===== src/rtl/scan_timing_if.sv =====
// Pixel-timing output bundle: coordinates, visible-area flag, syncs and ticks.
interface scan_timing_if #(
  parameter int unsigned pA = 12
);
  logic [pA-1:0] pix_x;
  logic [pA-1:0] pix_y;
  logic          pix_v;
  logic          hsync_n;
  logic          vsync_n;
  logic          pix_tick;
  logic          frame_tick;

  modport master (
    output pix_x, pix_y, pix_v, hsync_n, vsync_n, pix_tick, frame_tick
  );

  modport slave (
    input  pix_x, pix_y, pix_v, hsync_n, vsync_n, pix_tick, frame_tick
  );
endinterface


===== src/rtl/scan_timing.sv =====
// 640x480@60 style scan generator: clk prescaler, 800x525 raster counters,
// visible-area and sync decode.
module scan_timing #(
  parameter int unsigned pA  = 12,
  parameter int unsigned DIV = 4
) (
  input  logic          clk,
  input  logic          rst_n,
  scan_timing_if.master vga
);
  localparam int unsigned   PW       = (DIV > 1) ? $clog2(DIV) : 1;
  localparam logic [PW-1:0] PRE_LAST = PW'(DIV - 1);
  localparam logic [9:0]    H_LAST   = 10'd799;
  localparam logic [9:0]    V_LAST   = 10'd524;
  localparam logic [9:0]    H_VIS    = 10'd640;
  localparam logic [9:0]    V_VIS    = 10'd480;
  localparam logic [9:0]    HS_FIRST = 10'd656;
  localparam logic [9:0]    HS_LAST  = 10'd751;
  localparam logic [9:0]    VS_FIRST = 10'd490;
  localparam logic [9:0]    VS_LAST  = 10'd491;

  logic [PW-1:0] r_pre;
  logic [9:0]    r_h;
  logic [9:0]    r_v;
  logic          r_run;

  logic w_tick;
  logic w_h_end;
  logic w_v_end;

  // Gating with run keeps the DIV=1 tick low while held in reset.
  assign w_tick  = r_run && (r_pre == PRE_LAST);
  // >= rather than == so a corrupted counter wraps on its next advance.
  assign w_h_end = (r_h >= H_LAST);
  assign w_v_end = (r_v >= V_LAST);

  always_ff @(posedge clk or negedge rst_n) begin
    if (!rst_n) begin
      r_pre <= '0;
      r_h   <= '0;
      r_v   <= '0;
      r_run <= 1'b0;
    end else begin
      r_run <= 1'b1;
      r_pre <= (r_pre >= PRE_LAST) ? '0 : r_pre + 1'b1;
      if (w_tick) begin
        r_h <= w_h_end ? '0 : r_h + 1'b1;
        if (w_h_end) begin
          r_v <= w_v_end ? '0 : r_v + 1'b1;
        end
      end
    end
  end

  always_comb begin
    vga.pix_x      = pA'(r_h);
    vga.pix_y      = pA'(r_v);
    vga.pix_v      = r_run && (r_h < H_VIS) && (r_v < V_VIS);
    vga.hsync_n    = !(r_run && (r_h >= HS_FIRST) && (r_h <= HS_LAST));
    vga.vsync_n    = !(r_run && (r_v >= VS_FIRST) && (r_v <= VS_LAST));
    vga.pix_tick   = w_tick;
    vga.frame_tick = w_tick && (r_h == H_LAST) && (r_v == V_LAST);
  end
endmodule


===== src/flat_wrapper.sv =====
// flat-port wrapper written by rule: the top's interface ports become plain ports
module scan_timing_flat 
#(
  parameter int unsigned pA  = 12,
  parameter int unsigned DIV = 4
)
  (clk, rst_n, vga_pix_x, vga_pix_y, vga_pix_v, vga_hsync_n, vga_vsync_n, vga_pix_tick, vga_frame_tick);
  scan_timing_if #(.pA(pA)) vga_i ();
  input  logic clk;
  input  logic rst_n;
  output wire logic [$bits(vga_i.pix_x)-1:0] vga_pix_x;
  output wire logic [$bits(vga_i.pix_y)-1:0] vga_pix_y;
  output wire logic [$bits(vga_i.pix_v)-1:0] vga_pix_v;
  output wire logic [$bits(vga_i.hsync_n)-1:0] vga_hsync_n;
  output wire logic [$bits(vga_i.vsync_n)-1:0] vga_vsync_n;
  output wire logic [$bits(vga_i.pix_tick)-1:0] vga_pix_tick;
  output wire logic [$bits(vga_i.frame_tick)-1:0] vga_frame_tick;
  assign vga_pix_x = vga_i.pix_x;
  assign vga_pix_y = vga_i.pix_y;
  assign vga_pix_v = vga_i.pix_v;
  assign vga_hsync_n = vga_i.hsync_n;
  assign vga_vsync_n = vga_i.vsync_n;
  assign vga_pix_tick = vga_i.pix_tick;
  assign vga_frame_tick = vga_i.frame_tick;
  scan_timing #(.pA(pA), .DIV(DIV)) u_core (.clk(clk), .rst_n(rst_n), .vga(vga_i));
endmodule

===== config.mk =====
export PLATFORM = sky130hd
export DESIGN_NAME = scan_timing_flat
export DESIGN_NICKNAME = d
export VERILOG_FILES = /design/src/rtl/scan_timing_if.sv /design/src/rtl/scan_timing.sv /design/src/flat_wrapper.sv
export SDC_FILE = /design/constraint.sdc
export NUM_CORES = 1
export LEC_CHECK = 0
export ABC_AREA = 1
export BUFFER_PORTS_ARGS = -buffer_cell sky130_fd_sc_hd__buf_4
export CORE_MARGIN = 1
export CORE_UTILIZATION = 43
export DETAILED_ROUTE_END_ITERATION = 10
export GPL_TIMING_DRIVEN = 0
export HOLD_SLACK_MARGIN = 0.03
export PLACE_DENSITY = 0.67
export SYNTH_ARGS = -nofsm -noshare
export SYNTH_HDL_FRONTEND = slang
export SYNTH_SLANG_ARGS = --single-unit

===== constraint.sdc =====
create_clock -name clk -period 1.51 [get_ports clk]
set_input_delay 0.2265 -clock clk [delete_from_list [all_inputs] [get_ports clk]]
set_output_delay 0.2265 -clock clk [all_outputs]
set_load 0.01 [all_outputs]

==> impl_metrics.csv <==
group,metric,value,unit
worst_setup_path,critPathMaxFanout,2,
worst_setup_path,endpoint_kind,"output port",
power,netSwitchingPower,420.0,uW
worst_hold_path,hp-class,"primary input to asynchronous set/reset pin",
logic_synthesis,syn_area_per_cell,7.193,um2
sta,fmax,559.8,MHz
layout,mostFrequentLayoutCell,"nand2_1",
grt,grtUsageTotal,21.63,%
worst_setup_path,path_buf_inv,1,
power,finalPower,1.324,mW
sta,fin_crit,1.786,ns
logic_synthesis,syn_area,0.001518,mm2
floorplan,io_pins,31,
worst_setup_path,cp.arrival,1.56,ns
worst_setup_path,crit_chain,"ha_4 -> nand2_4 -> nor3_4 -> nand4_1 -> nor2_2 -> buf_4",
floorplan,coreArea,0.003363,mm2
drt,drc,0,
sta,hold_viol,0,
drt,avgRoutedWirePerCell,12.47,um
clock_tree,clock_latency,0.32,ns
worst_setup_path,start_kind,"flop",
placed_design,place_congestion,0.8173,
layout,area_delta_synth_final,51.20,%
layout,utilization,68.23,%
worst_setup_path,cp.required,1.28,ns
layout,n_antenna_cell,0,
drt,drtPass1Iterations,4,
drt,routed_wl,3.940,mm
floorplan,dieWidth,61.41,um
floorplan,die_h,61.41,um
grt,grt_pass1_wl,5.871,mm
layout,n_fill_cell,295,
grt,grt_max_degree,24,
floorplan,start_util,45.13,%
power,power.density,577.0,mW/mm2
clock_tree,tritoncts,"built",
drt,ant_nets,0,
grt,grt_pass1_vias,1342,
sta,clock_skew,0.003481,ns
layout,final_cell_mix,"nand2_1, buf_4, nor2_1",
sta,rsz0062_at_grt,"yes",
run_status,violations,"negative setup slack",
power,combPwrFrac,21.7,%
power,seq_power_share,54.9,%
grt,overflow,0,
logic_synthesis,yosysSeqAreaShare,37.92,%
floorplan,dieArea,0.003771,mm2
power,p_int,904.2,uW
drt,vias,1557,
sta,setup_viol,3,
worst_setup_path,cpPeakStageDelay,0.41,ns
drt,vias_per_cell,4.927,
job,drv_cap,0,
worst_setup_path,cp-startpoint,"u_core.r_pre[0]$_DFF_PN0_",
grt,antenna_found_initial,0,
sta,hold_ws,0.3088,ns
power,peakVddDrop,424.9,uV
clock_tree,cts-root-buf,"clkbuf_4",
sta,fin_ws,-0.2764,ns
worst_setup_path,cp_top_family,"simple AND/OR/NAND/NOR gates",
worst_setup_path,r2r_cells,10,
worst_setup_path,r2r-start,"u_core.r_h[0]$_DFFE_PN0P_",
floorplan,rows,21,
power,clkPwrFrac,23.5,%
layout,drive_gt1_share,44.07,%
logic_synthesis,synth_cell_types,26,
sta,tns,-0.4870,ns
drt,drt_iter0_drc,56,
clock_tree,clockBufferDepth,2,
power,power.share.switching,31.72,%
clock_tree,cts_sinks,23,
clock_tree,cts.clk_slew.worst_paths,0.14,ns
clock_tree,cts.htree.levels,1,
placed_design,hpwl,2.416,mm
clock_tree,cts_buffers,3,
sta,drv_slew,0,
worst_setup_path,slowest_stage,"dfrtp_1",
worst_setup_path,path_depth,6,
logic_synthesis,ys_warn_count,0,
logic_synthesis,syn_inst,211,
power,power.leakage,1.063,nW
logic_synthesis,ys_seq_elements,23,
worst_setup_path,crit_type,"flop to output port",
sta,finalCritPeriodShare,118.3,%
layout,layout.nets,279,
run_status,status,"finished with violations",
placed_design,io_buffer_count,26,
sequential cells by signal (all words and copies together) (netlist names):
| name | count |
|---|---|
| u_core.r_h | 10 |
| u_core.r_pre | 2 |
| u_core.r_run | 1 |
| u_core.r_v | 10 |
repair_timing:
item                                    4_1_cts  5_1_grt
pin swaps                                    12       22
buffers inserted                             21        5
resized for setup                            25       50
hold buffers                                  1        0
endpoints found under the hold margin        23        0
endpoints found under the setup margin       20       23
gates cloned                                  1        0
cells in the mapped netlist (all sizes together):
cell type  number  share of area (%)
nand2          73                 20
nor2           38                 11
dfrtp          23                 38
inv            20                4.9
nand3          17                5.9
a21oi           7                3.1
o21ai           7                2.3
ha              6                4.9
buf             5                2.7
nand4           3                1.2
nor3            3                1.7
xor2            3                1.7
conb            2               0.49
a21o            1               0.49
nand3b          1               0.49
o21bai          1               0.49
o22ai           1               0.41
worst paths after layout:
check | endpoint | slack, ns
worst min-delay path | u_core.r_h[1]$_DFFE_PN0P_ | 0.31
worst min register to register | u_core.r_pre[1]$_DFF_PN0_ | 0.55
max in group asynchronous | u_core.r_v[1]$_DFFE_PN0P_ | 0.96
worst max-delay path | vga_frame_tick | -0.28
min in group clk | u_core.r_pre[1]$_DFF_PN0_ | 0.55
worst max register to register | u_core.r_v[3]$_DFFE_PN0P_ | 0.02
power groups by stage:
stage | registers (mW) | logic (mW) | clock network, mW
3_5_place_dp | 0.730 | 0.233 | 0
3_3_place_gp | 0.728 | 0.228 | 0
6_report | 0.726 | 0.287 | 0.311
5_1_grt | 0.737 | 0.321 | 0.342
2_1_floorplan | 0.740 | 0.116 | 0
4_1_cts | 0.722 | 0.284 | 0.326
worst register-to-register path: cells and delay by family (launching register included):
| family | cells | cell delay (ns) |
|---|---|---|
| fa+ha+maj | 1 | 0.18 |
| buf+inv | 2 | 0.28 |
| flops | 1 | 0.42 |
| simple gates | 7 | 0.52 |
kinds of logic after synthesis:
family	count (synthesis)	share of synthesized area, %
fa+ha+maj	6	4.946
compound gates	17	6.761
simple gates	135	40.48
flops	23	37.92
xor+xnor	3	1.732
buf+inv	25	7.667
other cells	2	0.4948
metrics by stage:
step | setup WS (ns) | area, um2 | instances
after global placement | -0.1531 | 1782 | 286
after global routing | -0.3690 | 2295 | 316
after detailed placement | -0.1629 | 1782 | 286
after floorplan | 0.02159 | 1529 | 214
final | -0.2764 | 2295 | 316
after CTS | -0.3179 | 2098 | 312
metal layers:
layer  wire (um)  part of all wire, %  global-route usage (%)
met1        1780                   45                   30.29
met2        1956                   50                   34.01
met3         164                  4.2                   2.941
met4          38                 0.96                   8.571
met5           0                    0                       0
area by class of cell:
class                      count  area (um2)  area share (%)
clock inverter                 1       7.507          0.3272
multi-input combinational    166        1049           45.69
sequential                    23       585.6           25.52
tap                           46       57.56           2.508
inverter                      20       80.08           3.490
timing repair buffer          52       447.9           19.52
buffer                         5       45.04           1.963
clock buffer                   3       22.52          0.9815
Power figures use the tool's default switching activity.
